===== config.mk =====
export PLATFORM = sky130hd
export DESIGN_NAME = matrix_stream_loader_flat
export DESIGN_NICKNAME = d
export VERILOG_FILES = /design/src/rtl/matrix_loader_pkg.sv /design/src/rtl/matrix_stream_loader_if.sv /design/src/rtl/matrix_stream_loader.sv /design/src/flat_wrapper.sv
export SDC_FILE = /design/constraint.sdc
export NUM_CORES = 1
export LEC_CHECK = 0
export ABC_AREA = 1
export BUFFER_PORTS_ARGS = -buffer_cell sky130_fd_sc_hd__buf_2
export CAP_MARGIN = 20
export CORE_UTILIZATION = 49
export DETAILED_ROUTE_END_ITERATION = 6
export PLACE_DENSITY = 0.79
export REMOVE_ABC_BUFFERS = 1
export SYNTH_ARGS = -nofsm -noshare
export SYNTH_HDL_FRONTEND = slang
export SYNTH_SLANG_ARGS = --single-unit

===== constraint.sdc =====
create_clock -name clk -period 6.2 [get_ports clk]
set_input_delay 1.86 -clock clk [delete_from_list [all_inputs] [get_ports clk]]
set_output_delay 1.86 -clock clk [all_outputs]
set_load 0.01 [all_outputs]

===== src/rtl/matrix_loader_pkg.sv =====
// rtl/matrix_loader_pkg.sv - shared types and constants for the matrix stream loader
package matrix_loader_pkg;

    typedef enum logic [2:0] {
        IDLE,
        CHECK,
        REQ,
        STREAM,
        WAIT_DONE
    } loader_state_e;

    localparam logic [1:0] ERR_NONE    = 2'd0;
    localparam logic [1:0] ERR_DIMS    = 2'd1;
    localparam logic [1:0] ERR_EARLY   = 2'd2;
    localparam logic [1:0] ERR_TIMEOUT = 2'd3;

    localparam int ELEM_CNT_W = 16;

endpackage


===== src/rtl/matrix_stream_loader_if.sv =====
// rtl/matrix_stream_loader_if.sv - host header, element stream and storage write-port bundle
interface matrix_stream_loader_if #(
    parameter int DATA_WIDTH = 32
);
    logic                  start;
    logic [2:0]            matrix_id;
    logic [7:0]            rows;
    logic [7:0]            cols;
    logic [63:0]           matrix_name;
    logic [DATA_WIDTH-1:0] s_data;
    logic                  s_valid;
    logic                  s_ready;
    logic                  busy;
    logic                  done;
    logic                  error;
    logic [1:0]            err_code;
    logic                  write_req;
    logic [2:0]            write_matrix_id;
    logic [7:0]            write_rows;
    logic [7:0]            write_cols;
    logic [63:0]           write_matrix_name;
    logic [DATA_WIDTH-1:0] write_data_in;
    logic                  write_data_valid;
    logic                  write_done;
    logic                  writer_ready;

    modport slave (
        input  start, matrix_id, rows, cols, matrix_name, s_data, s_valid,
        input  write_done, writer_ready,
        output s_ready, busy, done, error, err_code, write_req,
        output write_matrix_id, write_rows, write_cols, write_matrix_name,
        output write_data_in, write_data_valid
    );

    modport master (
        output start, matrix_id, rows, cols, matrix_name, s_data, s_valid,
        output write_done, writer_ready,
        input  s_ready, busy, done, error, err_code, write_req,
        input  write_matrix_id, write_rows, write_cols, write_matrix_name,
        input  write_data_in, write_data_valid
    );

endinterface


===== src/rtl/matrix_stream_loader.sv =====
// rtl/matrix_stream_loader.sv - validates a matrix header and forwards rows*cols elements to storage
module matrix_stream_loader
    import matrix_loader_pkg::*;
#(
    parameter int DATA_WIDTH     = 32,
    parameter int MAX_ELEMS      = 1024,
    parameter int TIMEOUT_CYCLES = 4096
) (
    input  logic                 clk,
    input  logic                 rst,
    matrix_stream_loader_if.slave bus
);

    localparam int                    TO_W      = $clog2(TIMEOUT_CYCLES + 1);
    localparam logic [ELEM_CNT_W-1:0] MAX_TOTAL = ELEM_CNT_W'(MAX_ELEMS);
    localparam logic [TO_W-1:0]       TO_LAST   = TO_W'(TIMEOUT_CYCLES - 1);

    loader_state_e         state_q, state_d;
    logic [ELEM_CNT_W-1:0] total_q, total_d;
    logic [ELEM_CNT_W-1:0] elem_cnt_q, elem_cnt_d;
    logic [TO_W-1:0]       timeout_cnt_q, timeout_cnt_d;
    logic [2:0]            id_q, id_d;
    logic [7:0]            rows_q, rows_d;
    logic [7:0]            cols_q, cols_d;
    logic [63:0]           name_q, name_d;
    logic [DATA_WIDTH-1:0] wdata_q, wdata_d;
    logic                  wvalid_q, wvalid_d;
    logic                  wreq_q, wreq_d;
    logic                  s_ready_q, s_ready_d;
    logic                  done_q, done_d;
    logic                  error_q, error_d;
    logic [1:0]            err_code_q, err_code_d;
    logic [ELEM_CNT_W-1:0] dims_product;
    logic                  accept;

    assign dims_product = ELEM_CNT_W'(rows_q) * ELEM_CNT_W'(cols_q);
    assign accept       = s_ready_q & bus.s_valid;

    always_comb begin
        state_d       = state_q;
        total_d       = total_q;
        elem_cnt_d    = elem_cnt_q;
        timeout_cnt_d = timeout_cnt_q;
        id_d          = id_q;
        rows_d        = rows_q;
        cols_d        = cols_q;
        name_d        = name_q;
        wdata_d       = wdata_q;
        err_code_d    = err_code_q;
        wvalid_d      = 1'b0;
        wreq_d        = 1'b0;
        s_ready_d     = 1'b0;
        done_d        = 1'b0;
        error_d       = 1'b0;

        case (state_q)
            IDLE: begin
                if (bus.start) begin
                    id_d          = bus.matrix_id;
                    rows_d        = bus.rows;
                    cols_d        = bus.cols;
                    name_d        = bus.matrix_name;
                    err_code_d    = ERR_NONE;
                    elem_cnt_d    = '0;
                    timeout_cnt_d = '0;
                    state_d       = CHECK;
                end
            end
            CHECK: begin
                total_d = dims_product;
                if (rows_q == 8'd0 || cols_q == 8'd0 || dims_product > MAX_TOTAL) begin
                    error_d    = 1'b1;
                    err_code_d = ERR_DIMS;
                    state_d    = IDLE;
                end else begin
                    state_d = REQ;
                end
            end
            REQ: begin
                if (bus.writer_ready) begin
                    wreq_d    = 1'b1;
                    s_ready_d = 1'b1;
                    state_d   = STREAM;
                end
            end
            STREAM: begin
                // Completion before our final beat is on the bus is always premature.
                if (bus.write_done) begin
                    error_d    = 1'b1;
                    err_code_d = ERR_EARLY;
                    state_d    = IDLE;
                end else begin
                    if (accept) begin
                        wdata_d    = bus.s_data;
                        wvalid_d   = 1'b1;
                        elem_cnt_d = elem_cnt_q + ELEM_CNT_W'(1);
                    end
                    if (elem_cnt_d == total_q) begin
                        timeout_cnt_d = '0;
                        state_d       = WAIT_DONE;
                    end else begin
                        s_ready_d = 1'b1;
                    end
                end
            end
            WAIT_DONE: begin
                if (bus.write_done) begin
                    done_d  = 1'b1;
                    state_d = IDLE;
                end else if (timeout_cnt_q == TO_LAST) begin
                    error_d    = 1'b1;
                    err_code_d = ERR_TIMEOUT;
                    state_d    = IDLE;
                end else begin
                    timeout_cnt_d = timeout_cnt_q + TO_W'(1);
                end
            end
            default: state_d = IDLE;
        endcase
    end

    always_ff @(posedge clk or posedge rst) begin
        if (rst) begin
            state_q       <= IDLE;
            total_q       <= '0;
            elem_cnt_q    <= '0;
            timeout_cnt_q <= '0;
            id_q          <= '0;
            rows_q        <= '0;
            cols_q        <= '0;
            name_q        <= '0;
            wdata_q       <= '0;
            wvalid_q      <= 1'b0;
            wreq_q        <= 1'b0;
            s_ready_q     <= 1'b0;
            done_q        <= 1'b0;
            error_q       <= 1'b0;
            err_code_q    <= ERR_NONE;
        end else begin
            state_q       <= state_d;
            total_q       <= total_d;
            elem_cnt_q    <= elem_cnt_d;
            timeout_cnt_q <= timeout_cnt_d;
            id_q          <= id_d;
            rows_q        <= rows_d;
            cols_q        <= cols_d;
            name_q        <= name_d;
            wdata_q       <= wdata_d;
            wvalid_q      <= wvalid_d;
            wreq_q        <= wreq_d;
            s_ready_q     <= s_ready_d;
            done_q        <= done_d;
            error_q       <= error_d;
            err_code_q    <= err_code_d;
        end
    end

    assign bus.busy              = (state_q != IDLE);
    assign bus.s_ready           = s_ready_q;
    assign bus.done              = done_q;
    assign bus.error             = error_q;
    assign bus.err_code          = err_code_q;
    assign bus.write_req         = wreq_q;
    assign bus.write_matrix_id   = id_q;
    assign bus.write_rows        = rows_q;
    assign bus.write_cols        = cols_q;
    assign bus.write_matrix_name = name_q;
    assign bus.write_data_in     = wdata_q;
    assign bus.write_data_valid  = wvalid_q;

endmodule

===== src/flat_wrapper.sv =====
// flat-port wrapper written by rule: the top's interface ports become plain ports
module matrix_stream_loader_flat import matrix_loader_pkg::*;
#(
    parameter int DATA_WIDTH     = 32,
    parameter int MAX_ELEMS      = 1024,
    parameter int TIMEOUT_CYCLES = 4096
)
  (clk, rst, bus_start, bus_matrix_id, bus_rows, bus_cols, bus_matrix_name, bus_s_data, bus_s_valid, bus_write_done, bus_writer_ready, bus_s_ready, bus_busy, bus_done, bus_error, bus_err_code, bus_write_req, bus_write_matrix_id, bus_write_rows, bus_write_cols, bus_write_matrix_name, bus_write_data_in, bus_write_data_valid);
  matrix_stream_loader_if #(.DATA_WIDTH(DATA_WIDTH)) bus_i ();
  input  logic clk;
  input  logic rst;
  input wire logic [$bits(bus_i.start)-1:0] bus_start;
  input wire logic [$bits(bus_i.matrix_id)-1:0] bus_matrix_id;
  input wire logic [$bits(bus_i.rows)-1:0] bus_rows;
  input wire logic [$bits(bus_i.cols)-1:0] bus_cols;
  input wire logic [$bits(bus_i.matrix_name)-1:0] bus_matrix_name;
  input wire logic [$bits(bus_i.s_data)-1:0] bus_s_data;
  input wire logic [$bits(bus_i.s_valid)-1:0] bus_s_valid;
  input wire logic [$bits(bus_i.write_done)-1:0] bus_write_done;
  input wire logic [$bits(bus_i.writer_ready)-1:0] bus_writer_ready;
  output wire logic [$bits(bus_i.s_ready)-1:0] bus_s_ready;
  output wire logic [$bits(bus_i.busy)-1:0] bus_busy;
  output wire logic [$bits(bus_i.done)-1:0] bus_done;
  output wire logic [$bits(bus_i.error)-1:0] bus_error;
  output wire logic [$bits(bus_i.err_code)-1:0] bus_err_code;
  output wire logic [$bits(bus_i.write_req)-1:0] bus_write_req;
  output wire logic [$bits(bus_i.write_matrix_id)-1:0] bus_write_matrix_id;
  output wire logic [$bits(bus_i.write_rows)-1:0] bus_write_rows;
  output wire logic [$bits(bus_i.write_cols)-1:0] bus_write_cols;
  output wire logic [$bits(bus_i.write_matrix_name)-1:0] bus_write_matrix_name;
  output wire logic [$bits(bus_i.write_data_in)-1:0] bus_write_data_in;
  output wire logic [$bits(bus_i.write_data_valid)-1:0] bus_write_data_valid;
  assign bus_i.start = bus_start;
  assign bus_i.matrix_id = bus_matrix_id;
  assign bus_i.rows = bus_rows;
  assign bus_i.cols = bus_cols;
  assign bus_i.matrix_name = bus_matrix_name;
  assign bus_i.s_data = bus_s_data;
  assign bus_i.s_valid = bus_s_valid;
  assign bus_i.write_done = bus_write_done;
  assign bus_i.writer_ready = bus_writer_ready;
  assign bus_s_ready = bus_i.s_ready;
  assign bus_busy = bus_i.busy;
  assign bus_done = bus_i.done;
  assign bus_error = bus_i.error;
  assign bus_err_code = bus_i.err_code;
  assign bus_write_req = bus_i.write_req;
  assign bus_write_matrix_id = bus_i.write_matrix_id;
  assign bus_write_rows = bus_i.write_rows;
  assign bus_write_cols = bus_i.write_cols;
  assign bus_write_matrix_name = bus_i.write_matrix_name;
  assign bus_write_data_in = bus_i.write_data_in;
  assign bus_write_data_valid = bus_i.write_data_valid;
  matrix_stream_loader #(.DATA_WIDTH(DATA_WIDTH), .MAX_ELEMS(MAX_ELEMS), .TIMEOUT_CYCLES(TIMEOUT_CYCLES)) u_core (.clk(clk), .rst(rst), .bus(bus_i));
endmodule

==> implementation parameters, run 1 <==
Parameter                              Value

Detailed routing
  Number of optimization iterations in the first detailed-route pass ... 6
  Routed wire length ... between 20,000 and 25,000 um
  Mean routed wirelength per cell ... 14.6 um
  First-iteration detailed-routing DRC count ... 415
  Ratio of routed vias to standard cells ... between 4 and 5
  Detailed-route via count ... between 8,000 and 9,000
  Residual antenna-violating net count after detailed routing ... 0
  Post-detailed-route DRC marker count ... 0

Critical path
  Critical path's slowest cell ... sky130_fd_sc_hd__dfrtp_1
  Crit. End Element ... flip-flop
  Required time of the critical path ... ~6.5 ns
  Stage delay of the slowest cell on the critical path ... roughly 0.57 ns
  Critical path type ... reg2reg
  Largest fanout on the critical path ... 11
  Endpoint arrival time on the critical path ... about 5.0 ns
  Cell-by-cell trace of the critical path ... nand2_1, fa_1, fa_1, inv_1, fa_1, inv_1, fa_1, inv_1, ha_1, nand2_1, inv_1, nand2_1, nand2_1, nand2_1, nand2_1, nand2_1, nand2_1, nand2_1, nor3_1, nand3_1, nand2_1, a21oi_1
  Critical Path Most Common Cell ... sky130_fd_sc_hd__nand2_1
  Setup crit start kind ... flip-flop

Yosys
  Post-synth top cells ... 359 x sky130_fd_sc_hd__nand2_1, 170 x sky130_fd_sc_hd__dfrtp_1, 169 x sky130_fd_sc_hd__inv_1
  Post-synth cell types ... between 40 and 50
  Cells after synthesis ... 1,121
  Yosys Warn Count ... 0
  Most frequently used cell type in the post-synthesis netlist ... sky130_fd_sc_hd__nand2_1
  Cell Area, Synth ... approximately 9800 um^2
  Syn Area/Cell ... 8.73 um^2
  Share of the synthesized area in the top cell type ... 0.434
  Top cell type by total area after synthesis ... sky130_fd_sc_hd__dfrtp_1
  Proportion of register bits with asynchronous set or reset after synthesis ... 1.00
  Flip-flop and latch count after synthesis ... between 150 and 200
  Number of synthesized flops with an enable pin ... 0
  Top cells by area in the synthesized netlist ... sky130_fd_sc_hd__dfrtp_1 43%, sky130_fd_sc_hd__nand2_1 14%, sky130_fd_sc_hd__mux2_2 9.5%
  Post-synthesis sequential area ratio ... 0.434
  Most used flip-flop cell after synthesis ... sky130_fd_sc_hd__dfrtp_1

Layout
  Multi-input combinational cell area ... about 4700 um^2
  Filler instances ... between 1,500 and 2,000
  Post-layout utilization of the core ... 0.607
  Register cell area after layout ... roughly 4300 um^2
  Growth of design area from synthesis to finish ... 21.1%
  Number of nets in the layout ... 1,543
  Fraction of final layout cells with drive strength greater than 1 ... 0.283

Timing
  Setup repair after global routing missed its margin ... false
  Clock Skew ... about 0.013 ns
  Actual slew at the worst max-slew pin ... between 0.7 and 0.8 ns
  Max-slew headroom at the worst pin ... 0.466
  Post-route setup TNS ... 0 ns
  Post-layout minimum cycle time ... ~4.7 ns
  Final Hold Fails ... 0
  Number of setup violations in the final report ... 0
  Final slew viol count ... 0
  Share of the clock period used by the worst path ... 0.765
  Achievable clock frequency ... 0.211 GHz

Clock network
  Clock sink count ... 170
  Clock transition at the register clock pins on the worst setup and hold paths after CTS ... ~0.070 ns
  Clock root buffer ... sky130_fd_sc_hd__clkbuf_16
  Setup repair bufs after CTS ... 0
  Max H-tree Level ... 4
  CTS resizes ... 0
  CTS Buf Count ... 17
  Clock latency of the later-clocked register in the worst-skew pair ... around 0.43 ns
  Hold_buf cts ... 0
  Clock buffer depth ... 2
  Clock tree from TritonCTS ... done

Place
  Number of I/O port buffers ... roughly 240
  Detailed placer's ending HPWL ... 18,300 um
  Final RePlAce weighted congestion ... 0.898

GRT
  Antenna violations before repair ... 1
  Vias in the first global route ... between 7,000 and 8,000
  GRT Residual Overflow ... 0
  Overall track demand over capacity in global routing ... 0.240
  Global-route wire length before repair ... between 30,000 and 40,000 um
  Maximum number of pins on one net before global-route repair ... just over 90

Die
  Die H ... approximately 140 um
  Initial cell density of the core ... 0.501
  Area inside the core boundary ... between 15,000 and 20,000 um^2
  Number of placement rows ... 51
  Boundary Pins ... ~240
  Horizontal die dimension ... roughly 140 um
  Die Footprint ... approximately 20,000 um^2

Min path
  Class of the worst hold path ... reg2reg

Outcome
  Result of the run ... finished clean

Job
  Maximum Capacitance Violations ... 0
-- worst max-delay path: cells and delay by family, from the launching register on --
family / cells / cell delay [ns]
buffers and inverters: 4 / 0.23
adders and majority gates: 5 / 2.47
AOI/OAI and AO/OA: 1 / 0.08
and+or+nand+nor: 12 / 1.28
DFF: 1 / 0.57
-- final timing paths --
check                                            start                          endpoint  slack [ns]  depth (start not counted)
setup / recovery              u_core.bus.write_rows[0]            u_core.bus.err_code[0]        1.46                         22
hold / removal             u_core.bus.write_data_in[3]       u_core.bus.write_data_in[3]        0.47                          2
setup reg to reg              u_core.bus.write_rows[0]            u_core.bus.err_code[0]        1.46                         22
hold reg to reg            u_core.bus.write_data_in[3]       u_core.bus.write_data_in[3]        0.47                          2
max in group asynchronous                          rst  u_core.bus.write_matrix_name[42]        3.54                          3
min in group asynchronous                          rst      u_core.bus.write_data_in[10]        1.58                          2
-- flip-flops by register name (all words and copies together) (netlist names), 8 cells and up --
name                          cells
u_core.timeout_cnt_q             13
u_core.bus.write_data_in         32
u_core.bus.write_rows             8
u_core.elem_cnt_q                16
u_core.bus.write_cols             8
u_core.total_q                   16
u_core.bus.write_matrix_name     64
-- cell type report --
| cell class | instances | area share |
|---|---|---|
| Timing Repair Buffer | 249 | 0.106 |
| Multi-Input combinational cell | 734 | 0.398 |
| Sequential cell | 170 | 0.359 |
| Clock inverter | 15 | 0.0170 |
| Tap cell | 265 | 0.0280 |
| Clock buffer | 17 | 0.0359 |
| Inverter | 176 | 0.0561 |
| Antenna cell | 1 | 0.000211 |
-- per-layer routing --
| metal | share of wire | global-route usage |
|---|---|---|
| met5 | 0 | 0 |
| met4 | 0.025 | 0.0834 |
| met3 | 0.062 | 0.0540 |
| met2 | 0.50 | 0.406 |
| met1 | 0.41 | 0.301 |
-- layout by cell type, fill, tap and decap left out, types with 4 or more instances in the layout --
cell                        count
sky130_fd_sc_hd__inv_1        168
sky130_fd_sc_hd__mux2_2        83
sky130_fd_sc_hd__nor3_1        11
sky130_fd_sc_hd__xor2_1         4
sky130_fd_sc_hd__nor2_1        50
sky130_fd_sc_hd__nand2_1      359
sky130_fd_sc_hd__clkbuf_16     17
sky130_fd_sc_hd__nor4_1         4
sky130_fd_sc_hd__o21ai_0       29
sky130_fd_sc_hd__nand4_1       19
sky130_fd_sc_hd__inv_6          4
sky130_fd_sc_hd__o22ai_1       12
sky130_fd_sc_hd__nand3b_1       5
sky130_fd_sc_hd__fa_1          36
sky130_fd_sc_hd__inv_2          5
sky130_fd_sc_hd__buf_4          6
sky130_fd_sc_hd__ha_1          38
sky130_fd_sc_hd__xnor2_1        4
sky130_fd_sc_hd__buf_2        243
sky130_fd_sc_hd__o21bai_1       4
sky130_fd_sc_hd__nand3_1       40
sky130_fd_sc_hd__dfrtp_1      170
sky130_fd_sc_hd__a21oi_1       13
sky130_fd_sc_hd__clkinv_8       6
-- through the flow --
stage / instances / cell area [um^2] / setup WS (ns) / hold slack (ns)
floorplan: 1080 / 9620 / -0.263 / 0.436
global placement: 1594 / 11200 / 1.69 / 0.450
detailed placement: 1594 / 11200 / 1.47 / 0.453
CTS: 1626 / 11900 / 1.45 / 0.471
global route: 1627 / 11900 / 1.04 / 0.493
finish: 1627 / 11900 / 1.46 / 0.467
-- logic make-up (layout without fill, tap and decap cells) --
group / count (synthesis) / count (layout) / synth area share
and+or+nand+nor: 503 / 503 / 0.217
buffers and inverters: 217 / 457 / 0.0848
DFF: 170 / 170 / 0.434
muxes: 83 / 83 / 0.0955
adders and majority gates: 74 / 74 / 0.122
AOI/OAI and AO/OA: 66 / 66 / 0.0388
xor gates and xnor gates: 8 / 8 / 0.00715
other: 0 / 1 / 0
Power of run 1 is not shown: default switching activity piles up to over one toggle a cycle in this logic, so the estimate is an artifact.
==> inputs of run 2 (changes only) <==
- clock period: 6.2 -> 4.2 ns (I/O delays scaled with it)
==> implementation parameters, run 2 (synthesis results as in run 1) <==
Parameter                              Value

Outcome
  Result of the run ... finished, violations left
  Violated checks ... negative setup slack

Layout
  Most common cell after layout, fill and taps aside ... sky130_fd_sc_hd__nand2_1
  Growth of design area from synthesis to finish ... 27.8%
  Top library cells by usage in the layout, fill and taps aside ... 338 x sky130_fd_sc_hd__nand2_1, 243 x sky130_fd_sc_hd__buf_2, 164 x sky130_fd_sc_hd__dfrtp_1
  Number of nets in the layout ... 1,599 (+3.6%)
  Register cell area after layout ... 4260 um^2 (+0.18%)
  Antenna cell count ... 0 (-1)
  Fraction of final layout cells with drive strength greater than 1 ... 0.354 (+0.0707)
  Filler instances ... 1,595 (-5.4%)
  Multi-input combinational cell area ... 4940 um^2 (+4.7%)
  Flip-flop count of the largest register after layout ... 64 (unchanged)

Die
  Number of placement rows ... 51 (unchanged)
  Area inside the core boundary ... 19,500 um^2 (unchanged)
  Boundary Pins ... 244 (unchanged)
  Initial cell density of the core ... 0.501 (unchanged)
  Die Footprint ... 20,600 um^2 (unchanged)
  Horizontal die dimension ... 143 um (unchanged)
  Die H ... 143 um (unchanged)

Timing
  Max-slew headroom at the worst pin ... 0.488 (+0.0223)
  Post-layout minimum cycle time ... 4.22 ns (-0.525 ns)
  Clock Skew ... 0.0120 ns (-0.00139 ns)
  Number of setup violations in the final report ... 3 (+3)
  Post-route setup TNS ... -0.0418 ns (-0.0418 ns)
  Actual slew at the worst max-slew pin ... 0.765 ns (-0.0333 ns)
  Share of the clock period used by the worst path ... 1.00 (+0.239)
  Final Hold Fails ... 0 (unchanged)
  Setup repair after global routing missed its margin ... true
  Post-route setup slack ... -0.0186 ns (-1.48 ns)
  Final slew viol count ... 0 (unchanged)
  Achievable clock frequency ... 0.237 GHz (+12%)

Min path
  Class of the worst hold path ... reg2reg

Detailed routing
  Met2 WL ... 13,200 um (+12%)
  Highest routed layer ... met4
  Mean routed wirelength per cell ... 15.0 um (+3.2%)
  Met3 wire len ... 1390 um (-4.8%)
  Number of optimization iterations in the first detailed-route pass ... 4 (-2)
  Detailed-route via count ... 8,371 (+4.0%)
  First-iteration detailed-routing DRC count ... 428 (+3.1%)
  Post-detailed-route DRC marker count ... 0 (unchanged)
  Routed wire length ... 25,300 um (+6.7%)
  Total routed wire length on the met1 layer ... 10,000 um (+2.3%)
  Residual antenna-violating net count after detailed routing ... 0 (unchanged)
  Ratio of routed vias to standard cells ... 4.98 (+0.62%)

Clock network
  Clock tree from TritonCTS ... done
  Clock root buffer ... sky130_fd_sc_hd__clkbuf_16
  CTS Buf Count ... 17 (unchanged)
  Hold_buf cts ... 0 (unchanged)
  Clock buffer depth ... 2 (unchanged)
  Clock latency of the later-clocked register in the worst-skew pair ... 0.43 ns (about the same)
  Clock transition at the register clock pins on the worst setup and hold paths after CTS ... 0.08 ns (about the same)
  Clock sink count ... 170 (unchanged)
  Max H-tree Level ... 4 (unchanged)

Critical path
  Required time of the critical path ... 4.57 ns (-1.93 ns)
  Endpoint arrival time on the critical path ... 4.58 ns (-0.46 ns)
  Crit. End Element ... flip-flop
  Largest fanout on the critical path ... 7 (-4)
  Critical path type ... reg2reg
  Setup crit start kind ... flip-flop

Place
  Detailed placer's ending HPWL ... 18,600 um (+1.6%)
  Number of I/O port buffers ... 243 (unchanged)
  Final RePlAce weighted congestion ... 0.924 (+3.0%)

GRT
  GRT Residual Overflow ... 0 (unchanged)
  Vias in the first global route ... 8,449 (+7.2%)
  Maximum number of pins on one net before global-route repair ... 84 (-7.7%)
  Global-route wire length before repair ... 40,500 um (+5.4%)
  Antenna violations before repair ... 0 (-1)
  Overall track demand over capacity in global routing ... 0.251 (+0.0119)

Job
  Maximum Capacitance Violations ... 0 (unchanged)
[run 2: final cells by class]
class | count | area share
Clock inverter | 15 | 0.0142
Timing Repair Buffer | 305 | 0.136
Inverter | 176 | 0.0532
Tap cell | 265 | 0.0265
Clock buffer | 17 | 0.0340
Sequential cell | 170 | 0.341
Multi-Input combinational cell | 734 | 0.395
[run 2: worst paths after layout]
check / startpoint / endpoint / slack (ns) / depth (start not counted)
worst max-delay path: u_core.bus.write_cols[4] / u_core.state_q[1] / -0.02 / 23
worst min-delay path: u_core.bus.write_data_in[21] / u_core.bus.write_data_in[21] / 0.47 / 2
worst max register to register: u_core.bus.write_cols[4] / u_core.state_q[1] / -0.02 / 23
worst min register to register: u_core.bus.write_data_in[21] / u_core.bus.write_data_in[21] / 0.47 / 2
max in group asynchronous: rst / u_core.state_q[1] / 2.47 / 3
min in group asynchronous: rst / u_core.bus.write_matrix_name[8] / 0.93 / 2
[run 2: per-stage QoR]
stage          hold slack [ns]  std cells  cell area [um^2]  setup slack, ns  utilization
4_1_cts                  0.472       1680             12400         -0.00949        0.635
6_report                 0.469       1682             12500          -0.0186        0.641
3_3_place_gp             0.449       1641             11600           -0.194        0.595
5_1_grt                  0.487       1682             12500           -0.224        0.641
2_1_floorplan            0.436       1080              9620            -1.66            -
3_5_place_dp             0.454       1641             11600           -0.305        0.595
[run 2: critical path: stages, from the launching register on]
cell and delay (ns):
sky130_fd_sc_hd__dfrtp_2 0.46, sky130_fd_sc_hd__nand2_2 0.08, sky130_fd_sc_hd__inv_2 0.04, sky130_fd_sc_hd__fa_1 0.56, sky130_fd_sc_hd__fa_1 0.44, sky130_fd_sc_hd__fa_1 0.53
sky130_fd_sc_hd__inv_2 0.04, sky130_fd_sc_hd__fa_1 0.49, sky130_fd_sc_hd__inv_2 0.04, sky130_fd_sc_hd__ha_4 0.28, sky130_fd_sc_hd__nand2_2 0.05, sky130_fd_sc_hd__nand2_2 0.06
sky130_fd_sc_hd__inv_2 0.05, sky130_fd_sc_hd__nor2_4 0.12, sky130_fd_sc_hd__nor2_4 0.05, sky130_fd_sc_hd__nand2_2 0.08, sky130_fd_sc_hd__nand2_2 0.06, sky130_fd_sc_hd__nand3b_1 0.12
sky130_fd_sc_hd__nand3_2 0.09, sky130_fd_sc_hd__a21oi_2 0.14, sky130_fd_sc_hd__nand3_2 0.12, sky130_fd_sc_hd__nand2_1 0.09, sky130_fd_sc_hd__nand3_1 0.06, sky130_fd_sc_hd__nand2_1 0.07
[run 2: repair_timing]
action / 4_1_cts / 5_1_grt
pin swaps: 29 / 35
buffers inserted: 7 / 3
endpoints found under the setup margin: 4 / 7
gates cloned: 0 / 0
gates resized for setup: 29 / 35
[run 2: metal layers]
| metal | up-vias | track usage |
|---|---|---|
| met1 | 3984 | 0.295 |
| met5 | - | 0 |
| met4 | 0 | 0.0879 |
| li1 | 4065 | - |
| met2 | 271 | 0.446 |
| met3 | 51 | 0.0626 |
Power of run 2 is left out for the same reason.
